===== config.mk =====
export PLATFORM = sky130hd
export DESIGN_NAME = oamdma
export DESIGN_NICKNAME = d
export VERILOG_FILES = /design/src/rtl/oamdma.sv
export SDC_FILE = /design/constraint.sdc
export NUM_CORES = 1
export LEC_CHECK = 0
export ABC_AREA = 1
export CORE_MARGIN = 2
export CORE_UTILIZATION = 48
export CTS_BUF_LIST = sky130_fd_sc_hd__clkbuf_16
export DETAILED_ROUTE_END_ITERATION = 6
export GPL_TIMING_DRIVEN = 0
export HOLD_SLACK_MARGIN = 0.08
export PLACE_DENSITY = 0.94
export SYNTH_ARGS = -nofsm -noshare
export SYNTH_HDL_FRONTEND = slang
export SYNTH_SLANG_ARGS = --single-unit

===== constraint.sdc =====
create_clock -name clk -period 3.9 [get_ports clk]
set_clock_uncertainty 0.2 [all_clocks]
set_input_delay 0.585 -clock clk [delete_from_list [all_inputs] [get_ports clk]]
set_output_delay 0.585 -clock clk [all_outputs]
set_load 0.02 [all_outputs]

===== src/rtl/oamdma.sv =====
// Sprite DMA engine behind $4014: copies CPU page $PP00..$PPFF into OAM by
// reading each byte on the CPU bus and writing it to the PPU OAMDATA register.
module oamdma #(
  parameter logic [2:0] OAMDATA_ADDR = 3'd4,
  parameter bit         ALIGN_ODD    = 1'b1
) (
  input  logic        clk,
  input  logic        reset,
  input  logic        tick,
  input  logic        wr4014,
  input  logic [7:0]  wdata,
  output logic        cpustall,
  output logic        busy,
  output logic [15:0] dmaaddr,
  output logic        dmareq,
  input  logic        dmaack,
  input  logic [7:0]  dmardata,
  output logic [2:0]  ppuaddr,
  output logic [7:0]  ppuwdata,
  output logic        ppuwr,
  output logic        ppureq,
  input  logic        ppuack
);

  typedef enum logic [2:0] {IDLE, HALT, ALIGN, READ, WRITE} state_t;

  state_t     state, state_nx;
  logic [7:0] page, idx, latch;
  logic       odd, done;
  logic       dmareq_q, ppureq_q;
  logic       advance;

  // A transfer state only moves on once its handshake has completed.
  assign advance = tick && done && (state == READ || state == WRITE);

  always_ff @(posedge clk or posedge reset) begin
    if (reset) state <= IDLE;
    else       state <= state_nx;
  end

  always_comb begin
    // NOTE: default first so no path through the case leaves state_nx unassigned (no latch).
    state_nx = state;
    case (state)
      IDLE:    if (wr4014) state_nx = HALT;
      HALT:    if (tick) state_nx = (ALIGN_ODD && odd) ? ALIGN : READ;
      ALIGN:   if (tick) state_nx = READ;
      READ:    if (advance) state_nx = WRITE;
      WRITE:   if (advance) state_nx = (idx == 8'hFF) ? IDLE : READ;
      default: state_nx = IDLE;
    endcase
  end

  // Requests are registered so a reset clears them asynchronously, and are
  // only raised once the previous transfer's ack has fallen.
  always_ff @(posedge clk or posedge reset) begin
    if (reset) begin
      // NOTE: sequential state uses non-blocking assignments so every register samples pre-edge values.
      page     <= 8'd0;
      idx      <= 8'd0;
      latch    <= 8'd0;
      odd      <= 1'b0;
      done     <= 1'b0;
      dmareq_q <= 1'b0;
      ppureq_q <= 1'b0;
    end else begin
      if (tick) odd <= ~odd;
      if (advance) done <= 1'b0;
      case (state)
        IDLE: begin
          if (wr4014) begin
            page <= wdata;
            idx  <= 8'd0;
          end
        end
        READ: begin
          if (!done && !dmareq_q && !dmaack) dmareq_q <= 1'b1;
          if (dmareq_q && dmaack) begin
            latch    <= dmardata;
            dmareq_q <= 1'b0;
            done     <= 1'b1;
          end
        end
        WRITE: begin
          if (!done && !ppureq_q && !ppuack) ppureq_q <= 1'b1;
          if (ppureq_q && ppuack) begin
            ppureq_q <= 1'b0;
            done     <= 1'b1;
          end
          if (advance && idx != 8'hFF) idx <= idx + 8'd1;
        end
        default: ;
      endcase
    end
  end

  assign busy     = (state != IDLE);
  assign cpustall = busy;
  assign dmaaddr  = {page, idx};
  assign dmareq   = dmareq_q;
  assign ppureq   = ppureq_q;
  assign ppuwr    = ppureq_q;
  assign ppuaddr  = OAMDATA_ADDR;
  assign ppuwdata = latch;

endmodule


==> results.sh, run 1 <==
export IMPL_cts_tree="yes"
export IMPL_drv_cap=0
export IMPL_dp_cells=284
export IMPL_synthArstFlopShare_pct=100
export IMPL_yosys_warnings=0
export IMPL_coreArea_mm2=0.00310
export IMPL_tightest_slew_ns=1.13
export IMPL_cts_buffers_inserted=5
export IMPL_multiInputGateArea_um2=718
export IMPL_crit_fanout=6
export IMPL_routabilityCongestion=0.855
export IMPL_holdCritPathClass="flop to flop"
export IMPL_crit_path_max_incr_delay_ns=0.52
export IMPL_worstSetupPathType="flop to primary output"
export IMPL_clock_path_buffers=2
export IMPL_vias=1416
export IMPL_overflow=0
export IMPL_hpwl_mm=2.44
export IMPL_fin_tns_setup_ns=0
export IMPL_cp_cell_sequence="nor2_4 > nand2_1 > buf_4 > clkdlybuf4s50_1"
export IMPL_grt_usage_pct=20.1
export IMPL_drive_gt1_share_pct=11.7
export IMPL_boundaryPins=54
export IMPL_synthCells=189
export IMPL_yosys_cell_types_count=24
export IMPL_grt_pass1_wl_mm=5.42
export IMPL_cts_setup_buffers=0
export IMPL_cts_sinks=31
export IMPL_clk_latency_ns=0.27
export IMPL_die_area_mm2=0.00379
export IMPL_status="completed"
export IMPL_die_w_um=61.6
export IMPL_slew_violations=0
export IMPL_synth_flop_cell="dfrtp_1"
export IMPL_clk_pin_slew_ns=0.05
export IMPL_num_fill_cells=244
export IMPL_fmax_ghz=0.406
export IMPL_yosys_area_top_type="dfrtp_1"
export IMPL_dr_pass1_iters=5
export IMPL_initial_core_util_pct=51.3
export IMPL_timing_final_crit_share_pct=63.2
export IMPL_cts_root_buf="clkbuf_16"
export IMPL_synth_area_leaders="dfrtp_1, nand2_1, nand3_1"
export IMPL_p_leak_nw=1.09
export IMPL_num_nets_final=270
export IMPL_synth_top_area_share_pct=48.7
export IMPL_syn_area_per_cell_um2=8.42
export IMPL_postCtsHoldBufs=0
export IMPL_worstPathRequired_ns=3.12
export IMPL_htree_levels=2
export IMPL_timing_final_ws_setup_ns=1.44
export IMPL_dieHeight_um=61.6
export IMPL_synth_edf_count=0
export IMPL_cp_arrival_ns=1.68
export IMPL_syn_area_mm2=0.00159
export IMPL_grt_max_degree=32
export IMPL_synth_most_common_cell="nand2_1"
export IMPL_rsz0062_at_grt="no"
export IMPL_final_seq_area_um2=776
export IMPL_ys_top_cells_by_count="nand2_1, dfrtp_1, nand3_1"
export IMPL_finalSetupViolCount=0
export IMPL_powerDensity_mw_per_mm2=749
export IMPL_cp_slowest_cell="clkdlybuf4s50_1"
export IMPL_drc=0
export IMPL_diodes=0
export IMPL_rows=20
export IMPL_grt_antenna_before_repair=0
export IMPL_setup_worst_path_end_class="primary output"
export IMPL_grt_pass1_vias=1275
export IMPL_fin_crit_ns=2.46
export IMPL_whs_ns=0.268
export IMPL_area_growth_pct=43.8
export IMPL_post_place_ws_ns=1.72
export IMPL_slew_headroom_pct=24.5
export IMPL_antenna_left=0
export IMPL_ir_worst_vdd_mv=0.505
export IMPL_hold_viol=0
export IMPL_start_kind="flop"
export IMPL_ys_ff_latch=31
export IMPL_drt_vias_per_instance=4.85
export IMPL_drtIter0Drc=98
export IMPL_totalWireLength_mm=3.33
export IMPL_wl_per_cell_um=11.4
export IMPL_ctsResizeCount=0
export IMPL_portBuffers=50
export IMPL_synth_seq_area_share_pct=48.7
export IMPL_total_power_w=0.00171
export IMPL_final_cells=292
==> cells by family (layout without fill, tap and decap cells) <==
| logic type | after synthesis | after routing | synth area share (%) |
|---|---|---|---|
| compound gates | 6 | 6 | 2.04 |
| buf+inv | 20 | 78 | 6.37 |
| mux | 8 | 8 | 6.37 |
| other cells | 2 | 3 | 0.472 |
| flops | 31 | 31 | 48.7 |
| xor+xnor | 2 | 2 | 1.10 |
| fa+ha+maj | 1 | 1 | 0.786 |
| simple gates | 119 | 119 | 34.1 |
==> area by class of cell <==
type                       instances  area share [%]
buffer                             7            2.30
sequential                        31            33.9
clock inverter                     3           0.547
clock buffer                       5            5.47
timing repair buffer              50            21.9
multi-input combinational        139            31.4
tap                               44            2.41
inverter                          13            2.13
==> per-layer routing <==
metal	share of wire, %	track usage (%)	vias up	routed length, um
met5	0	0	-	0
met4	2.2	7.29	0	72
met3	7.9	9.24	9	262
met2	50	33.7	56	1660
met1	40	22.4	641	1340
li1	-	-	710	-
==> layout by cell type, fill, tap and decap left out <==
| cell type | n |
|---|---|
| clkbuf_1 | 1 |
| o21bai_1 | 1 |
| inv_2 | 2 |
| clkdlybuf4s50_1 | 50 |
| nand2_1 | 68 |
| xnor2_1 | 1 |
| mux2_2 | 5 |
| nand3_1 | 23 |
| nor2_1 | 19 |
| clkinv_2 | 1 |
| nand2_2 | 1 |
| nor3b_1 | 1 |
| nand3_4 | 2 |
| dfrtp_1 | 31 |
| inv_1 | 13 |
| nor2_4 | 2 |
| xor2_1 | 1 |
| clkbuf_16 | 5 |
| ha_1 | 1 |
| nand2_4 | 2 |
| o21ai_0 | 4 |
| mux2_4 | 3 |
| buf_6 | 1 |
| o21ai_1 | 1 |
| buf_4 | 5 |
| nand3b_1 | 1 |
| conb_1 | 3 |
==> critical path: cells and delay by family (launching register included) <==
family	cells	cell delay [ns]
AND/OR/NAND/NOR	2	0.33
buffers and inverters	2	0.66
flip-flops	1	0.42
==> power by group <==
part	switching (W)	internal [W]	total, W
combinational	0.000437	0.000381	0.000818
clock	0.000126	0.000229	0.000356
sequential	0.0000931	0.000448	0.000541
total	0.000656	0.00106	0.00171
==> sequential cells by signal, indices dropped and copies added (netlist names) <==
register and flops:
ppureq 1, dmareq 1, state 3, done 1, odd 1, page 8
ppuwdata 8, idx 8
==> stage by stage <==
stage	util, %	area (um^2)
2_1_floorplan	-	1600
3_3_place_gp	69.3	2150
3_5_place_dp	69.3	2150
4_1_cts	73.8	2290
5_1_grt	73.8	2290
6_report	73.8	2290
==> path summary, 6_finish.rpt <==
path | startpoint | to | slack [ns] | cells after the start
setup / recovery | state[1] | cpustall | 1.44 | 4
hold / removal | ppuwdata[6] | ppuwdata[6] | 0.27 | 2
setup reg to reg | idx[0] | idx[4] | 2.19 | 8
hold reg to reg | ppuwdata[6] | ppuwdata[6] | 0.27 | 2
max in group asynchronous | reset | ppureq | 2.10 | 2
min in group asynchronous | reset | page[6] | 0.72 | 2
No activity file was read; power rests on OpenSTA's default activity.
==> run 2, diff against run 1 <==
--- a/config.mk
+++ b/config.mk
@@ -7,12 +7,12 @@
 export LEC_CHECK = 0
 export ABC_AREA = 1
 export CORE_MARGIN = 2
-export CORE_UTILIZATION = 48
+export CORE_UTILIZATION = 45
 export CTS_BUF_LIST = sky130_fd_sc_hd__clkbuf_16
 export DETAILED_ROUTE_END_ITERATION = 6
 export GPL_TIMING_DRIVEN = 0
 export HOLD_SLACK_MARGIN = 0.08
-export PLACE_DENSITY = 0.94
+export PLACE_DENSITY = 0.89
 export SYNTH_ARGS = -nofsm -noshare
 export SYNTH_HDL_FRONTEND = slang
 export SYNTH_SLANG_ARGS = --single-unit
==> constraint.sdc (replaced) <==
create_clock -name clk -period 2.5 [get_ports clk]
set_clock_uncertainty 0.2 [all_clocks]
set_input_delay 0.375 -clock clk [delete_from_list [all_inputs] [get_ports clk]]
set_output_delay 0.375 -clock clk [all_outputs]
set_load 0.02 [all_outputs]
==> results.sh, run 2 (synthesized netlist as in run 1, its figures left out) <==
export IMPL_htree_levels=2
export IMPL_drive_gt1_share_pct=11.7
export IMPL_drt_vias_per_instance=4.65
export IMPL_mostFrequentLayoutCell="nand2_1"
export IMPL_overflow=0
export IMPL_drc=0
export IMPL_dr_pass1_iters=4
export IMPL_hold_start="ppuwdata[1]"
export IMPL_p_leak_nw=1.07
export IMPL_crit_path_max_incr_delay_ns=0.52
export IMPL_slew_violations=0
export IMPL_tightest_slew_ns=1.14
export IMPL_timing_final_crit_share_pct=90.4
export IMPL_fin_crit_ns=2.26
export IMPL_portBuffers=50
export IMPL_grt_usage_pct=17.9
export IMPL_slew_headroom_pct=23.7
export IMPL_worstPathRequired_ns=1.92
export IMPL_rsz0062_at_grt="no"
export IMPL_status="completed"
export IMPL_cts_tree="yes"
export IMPL_routabilityCongestion=0.826
export IMPL_setup_worst_path_end_class="primary output"
export IMPL_coreArea_mm2=0.00336
export IMPL_postCtsHoldBufs=0
export IMPL_drv_cap=0
export IMPL_rows=21
export IMPL_wl_per_cell_um=10.8
export IMPL_start_kind="flop"
export IMPL_hpwl_mm=2.32
export IMPL_ir_worst_vdd_mv=0.771
export IMPL_boundaryPins=54
export IMPL_drtIter0Drc=91
export IMPL_clk_latency_ns=0.27
export IMPL_cp_slowest_cell="clkdlybuf4s50_1"
export IMPL_grt_antenna_before_repair=0
export IMPL_timing_final_ws_setup_ns=0.240
export IMPL_cts_setup_buffers=0
export IMPL_r2r_start="idx[0]"
export IMPL_post_place_ws_ns=0.516
export IMPL_diodes=0
export IMPL_cts_sinks=31
export IMPL_grt_pass1_wl_mm=5.57
export IMPL_die_w_um=63.5
export IMPL_cts_root_buf="clkbuf_16"
export IMPL_clock_path_buffers=2
export IMPL_hold_viol=0
export IMPL_ctsResizeCount=0
export IMPL_cts_buffers_inserted=5
export IMPL_worstSetupPathType="flop to primary output"
export IMPL_dieHeight_um=63.5
export IMPL_area_growth_pct=44.1
export IMPL_clk_pin_slew_ns=0.05
export IMPL_vias=1368
export IMPL_cp_startpoint="state[1]"
export IMPL_totalWireLength_mm=3.18
export IMPL_powerDensity_mw_per_mm2=1160
export IMPL_cp_cell_sequence="nor2_4 > nand2_1 > buf_4 > clkdlybuf4s50_1"
export IMPL_die_area_mm2=0.00403
export IMPL_fin_tns_setup_ns=0
export IMPL_holdCritPathClass="flop to flop"
export IMPL_final_cells=294
export IMPL_crit_fanout=6
export IMPL_grt_max_degree=32
export IMPL_initial_core_util_pct=47.3
export IMPL_final_cell_mix="nand2_1, clkdlybuf4s50_1, dfrtp_1"
export IMPL_num_nets_final=270
export IMPL_cp_arrival_ns=1.69
export IMPL_fmax_ghz=0.442
export IMPL_dp_cells=286
export IMPL_antenna_left=0
export IMPL_finalSetupViolCount=0
export IMPL_grt_pass1_vias=1282
run 2: changes by cell type in the layout (fill, tap and decap cells not counted):
cell and delta:
clkinv_1 +2, inv_1 -2, clkinv_2 -1, clkinvlp_4 +1
run 2: final timing paths:
| path | endpoint | slack [ns] | cells past startpoint |
|---|---|---|---|
| worst max-delay path | cpustall | 0.24 | 4 |
| worst min-delay path | ppuwdata[1] | 0.27 | 2 |
| worst max register to register | idx[3] | 0.80 | 8 |
| worst min register to register | ppuwdata[1] | 0.27 | 2 |
| max in group asynchronous | ppuwdata[1] | 0.91 | 2 |
| min in group asynchronous | page[6] | 0.50 | 2 |
run 2: layout make-up:
class | instances | area (um^2)
Clock inverter | 3 | 15.0
Inverter | 13 | 48.8
Sequential cell | 31 | 776
Tap cell | 46 | 57.6
Timing Repair Buffer | 50 | 500
Multi-Input combinational cell | 139 | 718
Fill cell | 309 | 1070
Clock buffer | 5 | 125
Buffer | 7 | 52.6
run 2: stage by stage:
stage                     hold slack [ns]  power, W  utilization [%]  cell area (um^2)
final                               0.265   0.00267             68.2              2290
after detailed placement            0.258   0.00212             64.0              2150
after floorplan                     0.242   0.00161                -              1600
after global routing                0.283   0.00284             68.2              2290
after global placement              0.254   0.00209             64.0              2150
after CTS                           0.271   0.00270             68.2              2290
run 2: report_power, final:
group	leakage [nW]	switching [W]	internal (W)
Sequential	0.391	0.000137	0.000699
Combinational	0.618	0.000672	0.000594
Clock	0.0649	0.000203	0.000360
Total	1.07	0.00101	0.00165
run 2: routing by layer:
layer,global-route usage (%),wire length (um)
met5,0,0
met4,7.61,62
met3,7.50,227
met2,29.1,1530
met1,20.6,1360
run 2: critical path, delay by kind of cell, from the launching register on:
family | cells | cell delay, ns
AND/OR/NAND/NOR | 2 | 0.33
flip-flops | 1 | 0.42
buffers and inverters | 2 | 0.66
